==> src/rtl/mem_wb_ctrl.sv <==
// rtl/mem_wb_ctrl.sv - MEM/WB stage controller: data-memory handshake, timeout abort and writeback register
module mem_wb_ctrl #(
    parameter int TIMEOUT_CYCLES = 16
) (
    input  logic        clk,
    input  logic        rst,
    input  logic        instr_valid,
    input  logic        is_load,
    input  logic        is_store,
    input  logic        reg_write_in,
    input  logic [4:0]  rd_in,
    input  logic [31:0] alu_output,
    input  logic [31:0] store_data,
    output logic        mem_req,
    output logic        mem_we,
    output logic [31:0] mem_addr,
    output logic [31:0] mem_wdata,
    input  logic        mem_ack,
    input  logic [31:0] Mem_ReadData,
    output logic        stall,
    output logic        wb_valid,
    output logic [1:0]  control_signal,
    output logic [31:0] wb_alu_data,
    output logic [31:0] wb_mem_data,
    output logic [4:0]  wb_rd,
    output logic        wb_reg_write,
    output logic        mem_error
);

    localparam int CW = (TIMEOUT_CYCLES > 1) ? $clog2(TIMEOUT_CYCLES) : 1;
    localparam logic [CW-1:0] CNT_LAST = CW'(TIMEOUT_CYCLES - 1);

    localparam logic [1:0] SEL_MEM = 2'b00;
    localparam logic [1:0] SEL_ALU = 2'b01;

    typedef enum logic {
        IDLE = 1'b0,
        REQ  = 1'b1
    } state_t;

    state_t        state;
    logic [CW-1:0] req_cnt;
    logic [4:0]    lat_rd;
    logic          lat_reg_write;
    logic          lat_load;

    logic mem_op;
    logic aligned;
    logic timeout_now;

    assign mem_op      = is_load | is_store;
    assign aligned     = (alu_output[1:0] == 2'b00);
    assign timeout_now = (state == REQ) && !mem_ack && (req_cnt == CNT_LAST);

    // The upstream stage is released on the ack/abort cycle so the next
    // instruction is already presented on the first IDLE cycle.
    always_comb begin
        stall = 1'b0;
        if (!rst) begin
            if (state == IDLE) begin
                stall = instr_valid & mem_op & aligned;
            end else begin
                stall = ~mem_ack & ~timeout_now;
            end
        end
    end

    always_ff @(posedge clk) begin
        if (rst) begin
            state          <= IDLE;
            req_cnt        <= '0;
            lat_rd         <= 5'd0;
            lat_reg_write  <= 1'b0;
            lat_load       <= 1'b0;
            mem_req        <= 1'b0;
            mem_we         <= 1'b0;
            mem_addr       <= 32'd0;
            mem_wdata      <= 32'd0;
            wb_valid       <= 1'b0;
            control_signal <= SEL_ALU;
            wb_alu_data    <= 32'd0;
            wb_mem_data    <= 32'd0;
            wb_rd          <= 5'd0;
            wb_reg_write   <= 1'b0;
            mem_error      <= 1'b0;
        end else begin
            wb_valid  <= 1'b0;
            mem_error <= 1'b0;
            case (state)
                IDLE: begin
                    if (instr_valid) begin
                        if (!mem_op) begin
                            wb_valid       <= 1'b1;
                            control_signal <= SEL_ALU;
                            wb_alu_data    <= alu_output;
                            wb_rd          <= rd_in;
                            wb_reg_write   <= reg_write_in && (rd_in != 5'd0);
                        end else if (!aligned) begin
                            wb_valid     <= 1'b1;
                            wb_rd        <= rd_in;
                            wb_reg_write <= 1'b0;
                            mem_error    <= 1'b1;
                        end else begin
                            state         <= REQ;
                            req_cnt       <= '0;
                            mem_req       <= 1'b1;
                            mem_we        <= is_store & ~is_load;
                            mem_addr      <= alu_output;
                            mem_wdata     <= store_data;
                            lat_rd        <= rd_in;
                            lat_reg_write <= reg_write_in;
                            lat_load      <= is_load;
                        end
                    end
                end
                REQ: begin
                    if (mem_ack) begin
                        state    <= IDLE;
                        mem_req  <= 1'b0;
                        wb_valid <= 1'b1;
                        wb_rd    <= lat_rd;
                        if (lat_load) begin
                            control_signal <= SEL_MEM;
                            wb_mem_data    <= Mem_ReadData;
                            wb_reg_write   <= lat_reg_write && (lat_rd != 5'd0);
                        end else begin
                            wb_reg_write <= 1'b0;
                        end
                    end else if (timeout_now) begin
                        state        <= IDLE;
                        mem_req      <= 1'b0;
                        wb_valid     <= 1'b1;
                        wb_rd        <= lat_rd;
                        wb_reg_write <= 1'b0;
                        mem_error    <= 1'b1;
                    end else begin
                        req_cnt <= req_cnt + 1'b1;
                    end
                end
                default: state <= IDLE;
            endcase
        end
    end

endmodule

==> config.mk <==
export PLATFORM = sky130hd
export DESIGN_NAME = mem_wb_ctrl
export DESIGN_NICKNAME = d
export VERILOG_FILES = /design/src/rtl/mem_wb_ctrl.sv
export SDC_FILE = /design/constraint.sdc
export NUM_CORES = 1
export LEC_CHECK = 0
export BUFFER_PORTS_ARGS = -buffer_cell sky130_fd_sc_hd__buf_2
export CORE_UTILIZATION = 35
export DETAILED_ROUTE_END_ITERATION = 10
export GPL_TIMING_DRIVEN = 0
export PLACE_DENSITY = 0.66
export SLEW_MARGIN = 15
export SYNTH_ARGS = -nofsm -noshare
export SYNTH_HDL_FRONTEND = slang
export SYNTH_SLANG_ARGS = --single-unit
export TNS_END_PERCENT = 100
==> constraint.sdc <==
create_clock -name clk -period 1.62 [get_ports clk]
set_input_delay 0.243 -clock clk [delete_from_list [all_inputs] [get_ports clk]]
set_output_delay 0.243 -clock clk [all_outputs]
set_load 0.05 [all_outputs]
==> results of run 1 <==
==> cell usage after synthesis, types with 3 or more instances <==
library cell / instances / area, sq um
sky130_fd_sc_hd__nand2_1: 270 / 1010
sky130_fd_sc_hd__nor2_1: 3 / 11.3
sky130_fd_sc_hd__nor3_1: 5 / 25.0
sky130_fd_sc_hd__o31ai_1: 6 / 45.0
sky130_fd_sc_hd__buf_2: 16 / 80.1
sky130_fd_sc_hd__dfxtp_1: 151 / 3020
sky130_fd_sc_hd__and3_1: 4 / 25.0
sky130_fd_sc_hd__clkbuf_1: 30 / 113
sky130_fd_sc_hd__a21oi_1: 146 / 731
sky130_fd_sc_hd__nand3_1: 8 / 40.0
sky130_fd_sc_hd__mux2i_1: 5 / 50.1
==> through the flow <==
stage	worst slack, ns	cells	area, sq um	utilization, %
detailed placement	-0.447	1099	6810	46.3
global placement	-0.461	1099	6810	46.3
global route	-0.207	1136	7680	52.2
CTS	-0.166	1135	7620	51.8
floorplan	0.0559	669	5350	-
finish	-0.144	1136	7680	52.2
==> worst reg2reg max path, delay by kind of cell (launching register included) <==
family	cells	cell delay, ns
adders and majority gates	1	0.22
and+or+nand+nor	1	0.24
AOI/OAI and AO/OA	3	0.62
DFF	1	0.34
==> flip-flops by register name, indices dropped and copies added, names as in the netlist, 4 cells and up <==
name and flops:
lat_rd 5, req_cnt 4, wb_mem_data 32, wb_alu_data 32, mem_wdata 32, mem_addr 32, wb_rd 5
==> cell type report <==
cell class	instances	area share, %
inverters	2	0.0978
multi-input cells	469	28.2
well taps	184	3.00
clock inverters	12	3.24
repair buffers	254	17.0
flip-flops and latches	151	39.4
plain buffers	45	3.46
clock buffers	19	5.64
==> repair_timing <==
item,CTS,global route
endpoints found under the setup margin,53,108
pin swaps,2,0
setup buffers,7,1
resized for setup,29,34
==> where the power goes <==
part / switching (W) / internal (W) / leakage (nW)
clock network: 0.00152 / 0.00304 / 0.328
logic: 0.000655 / 0.000274 / 1.86
registers: 0.0000468 / 0.00381 / 1.23
==> cells by family (layout without fill, tap and decap cells) <==
| family | count (synthesis) | after routing | share of synthesized area, % |
|---|---|---|---|
| adder cells (fa/ha/maj) | 1 | 1 | 0.234 |
| flip-flops | 151 | 151 | 56.6 |
| buffers and inverters | 49 | 332 | 3.89 |
| AO/OA/AOI/OAI | 159 | 159 | 15.5 |
| multiplexers | 5 | 5 | 0.937 |
| other | 1 | 1 | 0.0702 |
| XOR/XNOR | 2 | 2 | 0.328 |
| AND/OR/NAND/NOR | 301 | 301 | 22.4 |
==> worst max-delay path by stage <==
stage                 end  slack [ns]  cells after the start
floorplan           stall        0.06                      5
global placement    stall       -0.46                      7
detailed placement  stall       -0.45                      7
CTS                 stall       -0.17                      5
global route        stall       -0.21                      5
finish              stall       -0.14                      5
==> metal layers <==
layer,global-route usage [%],routed length [um]
met3,5.91,1180
met1,25.0,7060
met2,35.9,7990
met4,7.68,228
met5,0,0
==> PnR_summary.wiki, run 1 <==
{| class="wikitable"
! Metric !! Value
|-
| Timing-limited maximum frequency || roughly 0.57 GHz
|-
| Number of stages on the worst hold path || 3
|-
| Count of antenna diodes in the layout || 0
|-
| R2r endpoint || wb_rd[4]
|-
| Drt initial violations || between 200 and 250
|-
| Post-route setup TNS || -0.144 ns
|-
| Starting Density || between 30% and 40%
|-
| Endpoints failing setup || 1
|-
| Worst Setup End Kind || output pin
|-
| Total global routing track utilization || 21.0%
|-
| Count of hold buffers inserted by post-cts repair || 0
|-
| Overall die height || roughly 130 um
|-
| Latest clock arrival within the worst-skew pair || 0.41 ns
|-
| Kind of start point of the critical path || flop
|-
| Synthesis-to-layout area growth || 43.8%
|-
| Synthesized Nets || between 700 and 800
|-
| Num rows || 44
|-
| Antenna violation net count after detailed routing || 0
|-
| Average wire per standard cell || 14.5 um
|-
| Static Leakage || 3.42 nW
|-
| Worst setup path category || flop to output pin
|-
| Number of buffers inserted during clock tree synthesis || 17
|-
| Most instantiated flip-flop cell in the synthesis netlist || sky130_fd_sc_hd__dfxtp_1
|-
| Clock-pin slew of the registers on the worst-case setup and hold paths || 0.06 ns
|-
| Worst supply voltage drop on vdd || approximately 0.65 mV
|-
| Commonest cells after routing, fill and taps aside || sky130_fd_sc_hd__nand2_1 (268), sky130_fd_sc_hd__buf_2 (247), sky130_fd_sc_hd__dfxtp_1 (150)
|-
| Max-slew headroom || a little over half
|-
| Crit-path max cell delay || between 0.3 and 0.4 ns
|-
| Total power density per cell area || about 1200 nW/um^2
|-
| H-tree depth reported by CTS || 4
|-
| Most common cell after layout, fill and taps aside || sky130_fd_sc_hd__nand2_1
|-
| Overall routed net length || about 16 mm
|-
| Core area || 14700 sq um
|-
| Setup repair after global routing missed its margin || yes
|-
| Internal reg-to-reg setup slack || roughly 0.08 ns
|-
| Area used by multi-input combinational logic || about 2200 sq um
|-
| Area used by sequential logic in the layout || 3030 sq um
|-
| Number of instances in the synthesized netlist || about 670
|-
| Post-route fraction of the period consumed by the critical path || 109%
|-
| Family of cells with the greatest summed delay on the critical path || flip-flops
|-
| Die Area || 15800 sq um
|-
| Number of global-route vias before repair || 5047
|-
| Die Width || approximately 130 um
|-
| Maximum number of pins on one net before global-route repair || 19
|-
| Placed wire-length estimate || about 12 mm
|-
| Global route overflow || 0
|-
| Avg Cell Area, Syn || roughly 8.0 sq um
|-
| Clock tree from TritonCTS || yes
|-
| Arrival time worst endpoint || 1.52 ns
|-
| Hold slack final || 0.0614 ns
|-
| CP max FO || 5
|-
| Share of final-layout standard cells stronger than drive strength 1 || 34.2%
|-
| Slew at the pin closest to its max-slew limit || about 0.68 ns
|-
| Clock period minus worst slack || between 1.5 and 2 ns
|-
| Weighted congestion at the end of routability-driven global placement || slightly above 0.8
|-
| Minimum setup slack in the final design || -0.144 ns
|-
| CP startpoint || state
|-
| R2R depth || 5
|-
| Worst min-delay path class || input port to flop
|-
| Number of top-level pins || 249
|-
| MaxCap Viol Count || 0
|-
| Failing checks || DRC, setup timing
|-
| Warnings from Yosys || 0
|-
| Hold path start || store_data[14]
|-
| Vias post-DR || roughly 5400
|-
| Hold endpoint || mem_wdata[14]
|-
| Post-route DRC || 20
|-
| Buffers and inverters on the worst path || 2
|-
| Count of TritonRoute iterations in the first routing pass || 8
|-
| Distinct cells, synth || 31
|-
| Total power consumption of the routed design || 0.00935 W
|-
| Ys async rst share || 0%
|-
| Final Net Count || around 1000
|-
| Number of enable-type register cells in the synthesized netlist || 0
|-
| Sequential cell area fraction in the yosys report || a little under three fifths
|-
| CTS max path bufs || 2
|-
| Master of the slowest instance on the critical path || sky130_fd_sc_hd__dfxtp_4
|-
| Max-slew violation count || 0
|-
| Antenna violations before repair || 0
|-
| Clock root buffer || sky130_fd_sc_hd__clkbuf_16
|-
| Total of buffers placed on input and output ports || approximately 250
|-
| Worst r2r src || req_cnt[0]
|-
| Final Hold Vio Count || 0
|-
| Number of clock sinks seen by CTS || between 150 and 200
|-
| Flop and latch count out of synthesis || about 150
|-
| Fillcell total || 1499
|-
| Cell breakdown of the critical path || nor2b_4 -> nand3b_1 -> buf_12 -> a21oi_4 -> buf_8
|-
| Endpoint required time on the critical path || about 1.4 ns
|-
| First-pass GRT wire length || 25.6 mm
|-
| Status || finished, violations left
|-
| Post-Route Skew || between 0.006 and 0.007 ns
|-
| Via count normalized by instance count || between 4 and 5
|-
| Post-synthesis cell area || between 5000 and 6000 sq um
|}
Power figures use the tool's default switching activity.
==> inputs of run 2 (changes only) <==
--- a/config.mk
+++ b/config.mk
@@ -6,10 +6,12 @@
 export NUM_CORES = 1
 export LEC_CHECK = 0
 export BUFFER_PORTS_ARGS = -buffer_cell sky130_fd_sc_hd__buf_2
-export CORE_UTILIZATION = 35
+export CELL_PAD_IN_SITES_DETAIL_PLACEMENT = 1
+export CELL_PAD_IN_SITES_GLOBAL_PLACEMENT = 1
+export CORE_UTILIZATION = 32
 export DETAILED_ROUTE_END_ITERATION = 10
 export GPL_TIMING_DRIVEN = 0
-export PLACE_DENSITY = 0.66
+export PLACE_DENSITY = 0.82
 export SLEW_MARGIN = 15
 export SYNTH_ARGS = -nofsm -noshare
 export SYNTH_HDL_FRONTEND = slang
==> run 2 against run 1 <==
  * The run ends with setup timing left
  * Setup slack lost 0.043 ns
  * Via count grew 2.8%
  * Clock skew grew 0.00077 ns
  * Final cell count grew 3.2%
  * Sequential cell count is the same
  * Cell area grew 0.52%
  * Fmax shrank 2.4%
  * Global-route usage grew 0.86 points
  * Critical path type unchanged
  * Critical endpoint unchanged
  * Largest cell class unchanged
==> PnR_summary.wiki, run 2 (synthesized netlist as in run 1, its figures left out) <==
{| class="wikitable"
! Metric !! Value
|-
| Hold path start || store_data[20] (was store_data[14])
|-
| Count of hold buffers inserted by post-cts repair || 0 (unchanged)
|-
| Hold slack final || 0.0523 ns (was 0.0614 ns)
|-
| Overall die height || 131 um (was 126 um)
|-
| Final cell area excluding filler cells || 7720 sq um (was 7680 sq um)
|-
| Antenna violations before repair || 2 (was 0)
|-
| Net load switching power || 0.00230 W (was 0.00223 W)
|-
| Clock root buffer || sky130_fd_sc_hd__clkbuf_16 (unchanged)
|-
| Final Hold Vio Count || 0 (unchanged)
|-
| Cell breakdown of the critical path || nor2b_4 -> nand3b_1 -> buf_12 -> a21oi_4 -> buf_8 (unchanged)
|-
| CP max FO || 4 (was 5)
|-
| Synthesis-to-layout area growth || 44.5% (was 43.8%)
|-
| R2R depth || 7 (was 5)
|-
| H-tree depth reported by CTS || 4 (unchanged)
|-
| Worst min-delay path class || input port to flop (unchanged)
|-
| First-pass GRT wire length || 29.4 mm (was 25.6 mm)
|-
| Post-Route Skew || 0.00701 ns (was 0.00624 ns)
|-
| Switch share || 25.7% (was 23.8%)
|-
| Kind of start point of the critical path || flop (unchanged)
|-
| Total power density per cell area || 1160 nW/um^2 (was 1220 nW/um^2)
|-
| Internal reg-to-reg setup slack || 0.06 ns (was 0.08 ns)
|-
| Proportion of power drawn by the clock network || 46.0% (was 48.8%)
|-
| Starting Density || 33.2% (was 36.3%)
|-
| Drt initial violations || 165 (was 227)
|-
| Commonest cells after routing, fill and taps aside || sky130_fd_sc_hd__nand2_1 (268), sky130_fd_sc_hd__buf_2 (249), sky130_fd_sc_hd__dfxtp_1 (150) (was sky130_fd_sc_hd__nand2_1 (268), sky130_fd_sc_hd__buf_2 (247), sky130_fd_sc_hd__dfxtp_1 (150))
|-
| Final Net Count || 1051 (was 1049)
|-
| Crit-path max cell delay || 0.37 ns (about the same)
|-
| Endpoints failing setup || 1 (unchanged)
|-
| Timing-limited maximum frequency || 0.553 GHz (was 0.567 GHz)
|-
| Placed wire-length estimate || 13.9 mm (was 12.2 mm)
|-
| Static Leakage || 3.41 nW (was 3.42 nW)
|-
| Hold endpoint || mem_wdata[20] (was mem_wdata[14])
|-
| Total of buffers placed on input and output ports || 246 (unchanged)
|-
| Core area || 16100 sq um (was 14700 sq um)
|-
| Cell internal power dissipation || 0.00664 W (was 0.00713 W)
|-
| Via count normalized by instance count || 4.73 (was 4.74)
|-
| Share of final-layout standard cells stronger than drive strength 1 || 34.7% (was 34.2%)
|-
| Global route overflow || 0 (unchanged)
|-
| Arrival time worst endpoint || 1.56 ns (was 1.52 ns)
|-
| Uppermost signal routing layer after detailed routing || met5 (was met4)
|-
| Most common cell after layout, fill and taps aside || sky130_fd_sc_hd__nand2_1 (unchanged)
|-
| MaxCap Viol Count || 0 (unchanged)
|-
| Cell Area, Placed || 6850 sq um (was 6810 sq um)
|-
| Total global routing track utilization || 21.8% (was 21.0%)
|-
| Overall routed net length || 18.9 mm (was 16.4 mm)
|-
| Met3 routed wirelength || 1.39 mm (was 1.18 mm)
|-
| Die Area || 17200 sq um (was 15800 sq um)
|-
| Vias post-DR || 5538 (was 5388)
|-
| Antenna violation net count after detailed routing || 0 (unchanged)
|-
| Clock-pin slew of the registers on the worst-case setup and hold paths || 0.07 ns (was 0.06 ns)
|-
| Setup repair after global routing missed its margin || yes (unchanged)
|-
| Number of buffers inserted during clock tree synthesis || 17 (unchanged)
|-
| Endpoint required time on the critical path || 1.38 ns (about the same)
|-
| Latest clock arrival within the worst-skew pair || 0.42 ns (was 0.41 ns)
|-
| Average wire per standard cell || 16.1 um (was 14.5 um)
|-
| WL met1 || 7.90 mm (was 7.06 mm)
|-
| Master of the slowest instance on the critical path || sky130_fd_sc_hd__dfxtp_4 (unchanged)
|-
| Failing checks || setup timing (was DRC, setup timing)
|-
| Num rows || 46 (was 44)
|-
| Worst supply voltage drop on vdd || 0.738 mV (was 0.649 mV)
|-
| Worst setup path category || flop to output pin (unchanged)
|-
| Worst r2r src || state (was req_cnt[0])
|-
| Max-slew headroom || 59.8% (was 54.8%)
|-
| Number of global-route vias before repair || 5540 (was 5047)
|-
| Weighted congestion at the end of routability-driven global placement || 0.827 (was 0.808)
|-
| Number of clock sinks seen by CTS || 151 (unchanged)
|-
| Portion of total power attributed to sequential cells || 43.2% (was 41.2%)
|-
| Die Width || 131 um (was 126 um)
|-
| Post-route DRC || 0 (was 20)
|-
| Maximum number of pins on one net before global-route repair || 19 (unchanged)
|-
| Minimum setup slack in the final design || -0.187 ns (was -0.144 ns)
|-
| Status || finished, violations left (unchanged)
|-
| Proportion of power drawn by combinational gates || 10.8% (was 9.9%)
|-
| Count of TritonRoute iterations in the first routing pass || 4 (was 8)
|-
| Max-slew violation count || 0 (unchanged)
|-
| CTS max path bufs || 2 (unchanged)
|-
| Slew at the pin closest to its max-slew limit || 0.603 ns (was 0.678 ns)
|-
| Met2 wire length || 9.27 mm (was 7.99 mm)
|-
| Clock tree from TritonCTS || yes (unchanged)
|-
| Clock period minus worst slack || 1.81 ns (was 1.76 ns)
|-
| Number of stages on the worst hold path || 3 (unchanged)
|-
| Worst Setup End Kind || output pin (unchanged)
|-
| R2r endpoint || mem_addr[23] (was wb_rd[4])
|-
| Post-route fraction of the period consumed by the critical path || 112% (was 109%)
|-
| Number of top-level pins || 249 (unchanged)
|}
[run 2: metal layers]
layer / vias to the layer above / GRT usage [%]
li1: 2736 / -
met1: 2593 / 25.0
met2: 182 / 38.3
met3: 25 / 7.29
met4: 2 / 6.47
met5: - / 0
[run 2: worst max-delay path: cells and delay by family (launching register included)]
family	cells	cell delay [ns]
compound gates	1	0.12
buf+inv	2	0.36
flops	1	0.37
simple gates	2	0.30
[run 2: final cells by class]
class	instances	area [sq um]
multi-input combinational	469	2180
timing repair buffer	256	1310
sequential	151	3030
antenna	1	2.50
fill	2044	8340
tap	216	270
inverter	2	7.51
clock buffer	21	470
clock inverter	11	148
buffer	45	300
[run 2: stage by stage]
| step | worst slack (ns) | std cells | TNS (ns) | power [W] | utilization [%] |
|---|---|---|---|---|---|
| finish | -0.187 | 1172 | -0.187 | 0.00894 | 48.1 |
| global route | -0.247 | 1171 | -1.16 | 0.00929 | 48.0 |
| CTS | -0.205 | 1166 | -0.205 | 0.00901 | 47.2 |
| detailed placement | -0.454 | 1131 | -17.44 | 0.00486 | 42.7 |
| global placement | -0.443 | 1131 | -17.35 | 0.00485 | 42.7 |
| floorplan | 0.0559 | 669 | 0 | 0.00450 | - |
[run 2: repair_timing]
action	4_1_cts	5_1_grt
pin swaps	2	0
cloned	0	1
setup buffers	5	4
gates resized for setup	29	49
endpoints found under the setup margin	72	117
[run 2: power by group through the flow]
stage / Clock, W / Sequential (W) / Combinational (W)
CTS: 0.00421 / 0.00386 / 0.000942
floorplan: 0 / 0.00425 / 0.000251
global placement: 0 / 0.00394 / 0.000911
global route: 0.00439 / 0.00387 / 0.00103
finish: 0.00412 / 0.00386 / 0.000963
detailed placement: 0 / 0.00394 / 0.000918
[run 2: worst max path at each step]
stage,startpoint,endpoint,slack (ns)
final,state,stall,-0.19
after global routing,state,stall,-0.25
after CTS,state,stall,-0.21
after detailed placement,is_load,stall,-0.45
after global placement,is_load,stall,-0.44
after floorplan,state,stall,0.06
==> inputs of run 3 (changes only) <==
--- a/config.mk
+++ b/config.mk
@@ -12,7 +12,7 @@
 export DETAILED_ROUTE_END_ITERATION = 10
 export GPL_TIMING_DRIVEN = 0
 export PLACE_DENSITY = 0.82
-export SLEW_MARGIN = 15
+export SLEW_MARGIN = 30
 export SYNTH_ARGS = -nofsm -noshare
 export SYNTH_HDL_FRONTEND = slang
 export SYNTH_SLANG_ARGS = --single-unit
==> constraint.sdc (replaced) <==
create_clock -name clk -period 2.05 [get_ports clk]
set_input_delay 0.3075 -clock clk [delete_from_list [all_inputs] [get_ports clk]]
set_output_delay 0.3075 -clock clk [all_outputs]
set_load 0.05 [all_outputs]
==> run 3 against run 2 <==
  * The flow now finishes without violations
  * First-iteration DRC count is 28% higher
  * Combinational power is 25% lower
  * Sequential cell count stayed put
  * Core utilization is 1.4 points lower
  * Register-to-register slack better by 0.20 ns
  * Final cell count is 0.85% lower
  * Clock skew hardly changed
  * Die area stayed put
  * Sequential power is 21% lower
  * Largest power group unchanged
==> PnR_summary.wiki, run 3 (synthesized netlist as in run 1, its figures left out) <==
{| class="wikitable"
! Metric !! Value
|-
| Starting Density || 33.2% (unchanged)
|-
| Overall routed net length || 18.4 mm (was 18.9 mm)
|-
| Max-slew headroom || 55.2% (was 59.8%)
|-
| Static Leakage || 3.30 nW (was 3.41 nW)
|-
| Die Width || 131 um (unchanged)
|-
| Clock period minus worst slack || 1.96 ns
|-
| Number of top-level pins || 249 (unchanged)
|-
| Endpoints failing setup || 0 (was 1)
|-
| Total power density per cell area || 934 nW/um^2 (was 1160 nW/um^2)
|-
| Hold slack final || 0.124 ns (was 0.0523 ns)
|-
| Slew at the pin closest to its max-slew limit || 0.672 ns (was 0.603 ns)
|-
| Worst min-delay path class || input port to flop (unchanged)
|-
| Die Area || 17200 sq um (unchanged)
|-
| Portion of total power attributed to sequential cells || 43.6% (was 43.2%)
|-
| Cell internal power dissipation || 0.00524 W (was 0.00664 W)
|-
| Commonest cells after routing, fill and taps aside || sky130_fd_sc_hd__nand2_1 (270), sky130_fd_sc_hd__buf_2 (258), sky130_fd_sc_hd__dfxtp_1 (150) (was sky130_fd_sc_hd__nand2_1 (268), sky130_fd_sc_hd__buf_2 (249), sky130_fd_sc_hd__dfxtp_1 (150))
|-
| Fillcell total || 2091 (was 2044)
|-
| Arrival time worst endpoint || 1.65 ns (was 1.56 ns)
|-
| Overall die height || 131 um (unchanged)
|-
| Drt initial violations || 212 (was 165)
|-
| Max-slew violation count || 0 (unchanged)
|-
| Clock-pin slew of the registers on the worst-case setup and hold paths || 0.06 ns (was 0.07 ns)
|-
| Worst supply voltage drop on vdd || 0.523 mV (was 0.738 mV)
|-
| Weighted congestion at the end of routability-driven global placement || 0.808 (was 0.827)
|-
| Clock tree from TritonCTS || yes (unchanged)
|-
| Post-Route Skew || 0.00739 ns (was 0.00701 ns)
|-
| Number of clock sinks seen by CTS || 151 (unchanged)
|-
| Maximum number of pins on one net before global-route repair || 20 (was 19)
|-
| Count of TritonRoute iterations in the first routing pass || 4 (unchanged)
|-
| Total of buffers placed on input and output ports || 246 (unchanged)
|-
| Clock root buffer || sky130_fd_sc_hd__clkbuf_16 (unchanged)
|-
| Count of antenna diodes in the layout || 0 (was 1)
|-
| Number of global-route vias before repair || 5535 (was 5540)
|-
| Antenna violations before repair || 0 (was 2)
|-
| Net load switching power || 0.00175 W (was 0.00230 W)
|-
| Post-route DRC || 0 (unchanged)
|-
| First-pass GRT wire length || 29.0 mm (was 29.4 mm)
|-
| Most common cell after layout, fill and taps aside || sky130_fd_sc_hd__nand2_1 (unchanged)
|-
| Vias post-DR || 5456 (was 5538)
|-
| Endpoint required time on the critical path || 1.74 ns (was 1.38 ns)
|-
| Proportion of power drawn by combinational gates || 10.4% (was 10.8%)
|-
| Placed wire-length estimate || 13.7 mm (was 13.9 mm)
|-
| Kind of start point of the critical path || flop (unchanged)
|-
| Post-route fraction of the period consumed by the critical path || between 90% and 100%
|-
| Post-route setup TNS || 0 ns (was -0.187 ns)
|-
| Timing-limited maximum frequency || 0.511 GHz
|-
| CTS max path bufs || 2 (unchanged)
|-
| Final Hold Vio Count || 0 (unchanged)
|-
| Switch share || 25.1% (was 25.7%)
|-
| Status || finished clean (was finished, violations left)
|-
| Worst setup path category || flop to output pin (unchanged)
|-
| CP max FO || 10 (was 4)
|-
| Area used by sequential logic in the layout || 3020 sq um (was 3030 sq um)
|-
| Count of hold buffers inserted by post-cts repair || 0 (unchanged)
|-
| Global route overflow || 0 (unchanged)
|-
| Worst Setup End Kind || output pin (unchanged)
|-
| Area used by multi-input combinational logic || 2130 sq um (was 2180 sq um)
|-
| Proportion of power drawn by the clock network || 46.0% (about the same)
|-
| Total global routing track utilization || 21.6% (was 21.8%)
|-
| Synthesis-to-layout area growth || 40.2% (was 44.5%)
|-
| Latest clock arrival within the worst-skew pair || 0.42 ns (about the same)
|-
| Number of buffers inserted during clock tree synthesis || 17 (unchanged)
|-
| Share of final-layout standard cells stronger than drive strength 1 || 31.7% (was 34.7%)
|-
| Antenna violation net count after detailed routing || 0 (unchanged)
|-
| Via count normalized by instance count || 4.70 (was 4.73)
|-
| MaxCap Viol Count || 0 (unchanged)
|-
| Final Net Count || 1043 (was 1051)
|-
| H-tree depth reported by CTS || 4 (unchanged)
|-
| Core area || 16100 sq um (unchanged)
|-
| Num rows || 46 (unchanged)
|-
| Average wire per standard cell || 15.9 um (was 16.1 um)
|}
## run 3: cell count changes in the layout (fill, tap and decap cells not counted), sizes merged
cell and delta:
clkbuf +1, clkinv +1, diode -1, buf -8, clkinvlp -3
## run 3: metrics by stage
| step | power (W) | worst slack (ns) | instance area [sq um] | util [%] | std cells |
|---|---|---|---|---|---|
| global route | 0.00726 | -0.00877 | 7480 | 46.6 | 1162 |
| global placement | 0.00383 | -0.137 | 6840 | 42.6 | 1131 |
| finish | 0.00699 | 0.0913 | 7480 | 46.6 | 1162 |
| floorplan | 0.00355 | 0.286 | 5340 | - | 669 |
| detailed placement | 0.00384 | -0.155 | 6840 | 42.6 | 1131 |
| CTS | 0.00708 | 0.0484 | 7470 | 46.5 | 1162 |
## run 3: layout make-up
type	count	share of cell area [%]
timing repair buffer	247	16.6
multi-input combinational	469	28.4
clock buffer	22	6.47
buffer	46	2.72
inverter	2	0.100
sequential	151	40.4
clock inverter	9	1.64
tap	216	3.61
## run 3: worst paths after layout
path / from / endpoint / slack, ns / cells past startpoint
max: state / stall / 0.09 / 5
min: store_data[27] / mem_wdata[27] / 0.12 / 3
max reg2reg: state / wb_alu_data[3] / 0.26 / 5
min reg2reg: mem_addr[3] / mem_addr[3] / 0.45 / 2
## run 3: repair_timing
action / CTS / global route
pin swaps: 1 / 0
endpoints found under the setup margin: 1 / 1
setup buffers: 1 / 0
gates resized for setup: 8 / 2
## run 3: per-layer routing
layer	track usage, %	up-vias	routed length (um)
met5	0	-	0
met4	7.78	0	332
met2	37.2	182	8910
met1	24.6	2534	7800
met3	7.45	22	1390
li1	-	2718	-
## run 3: power groups by stage
| stage | Clock, W | Sequential, W | Combinational [W] |
|---|---|---|---|
| after floorplan | 0 | 0.00336 | 0.000197 |
| final | 0.00322 | 0.00305 | 0.000726 |
| after global placement | 0 | 0.00311 | 0.000717 |
| after CTS | 0.00330 | 0.00305 | 0.000732 |
| after global routing | 0.00343 | 0.00306 | 0.000779 |
| after detailed placement | 0 | 0.00311 | 0.000726 |
## run 3: critical path: stages, from the launching register on
cell and delay [ns]:
sky130_fd_sc_hd__dfxtp_2 0.39, sky130_fd_sc_hd__buf_6 0.17, sky130_fd_sc_hd__nor2b_4 0.19, sky130_fd_sc_hd__nand2_1 0.14, sky130_fd_sc_hd__a21oi_2 0.16, sky130_fd_sc_hd__buf_6 0.18
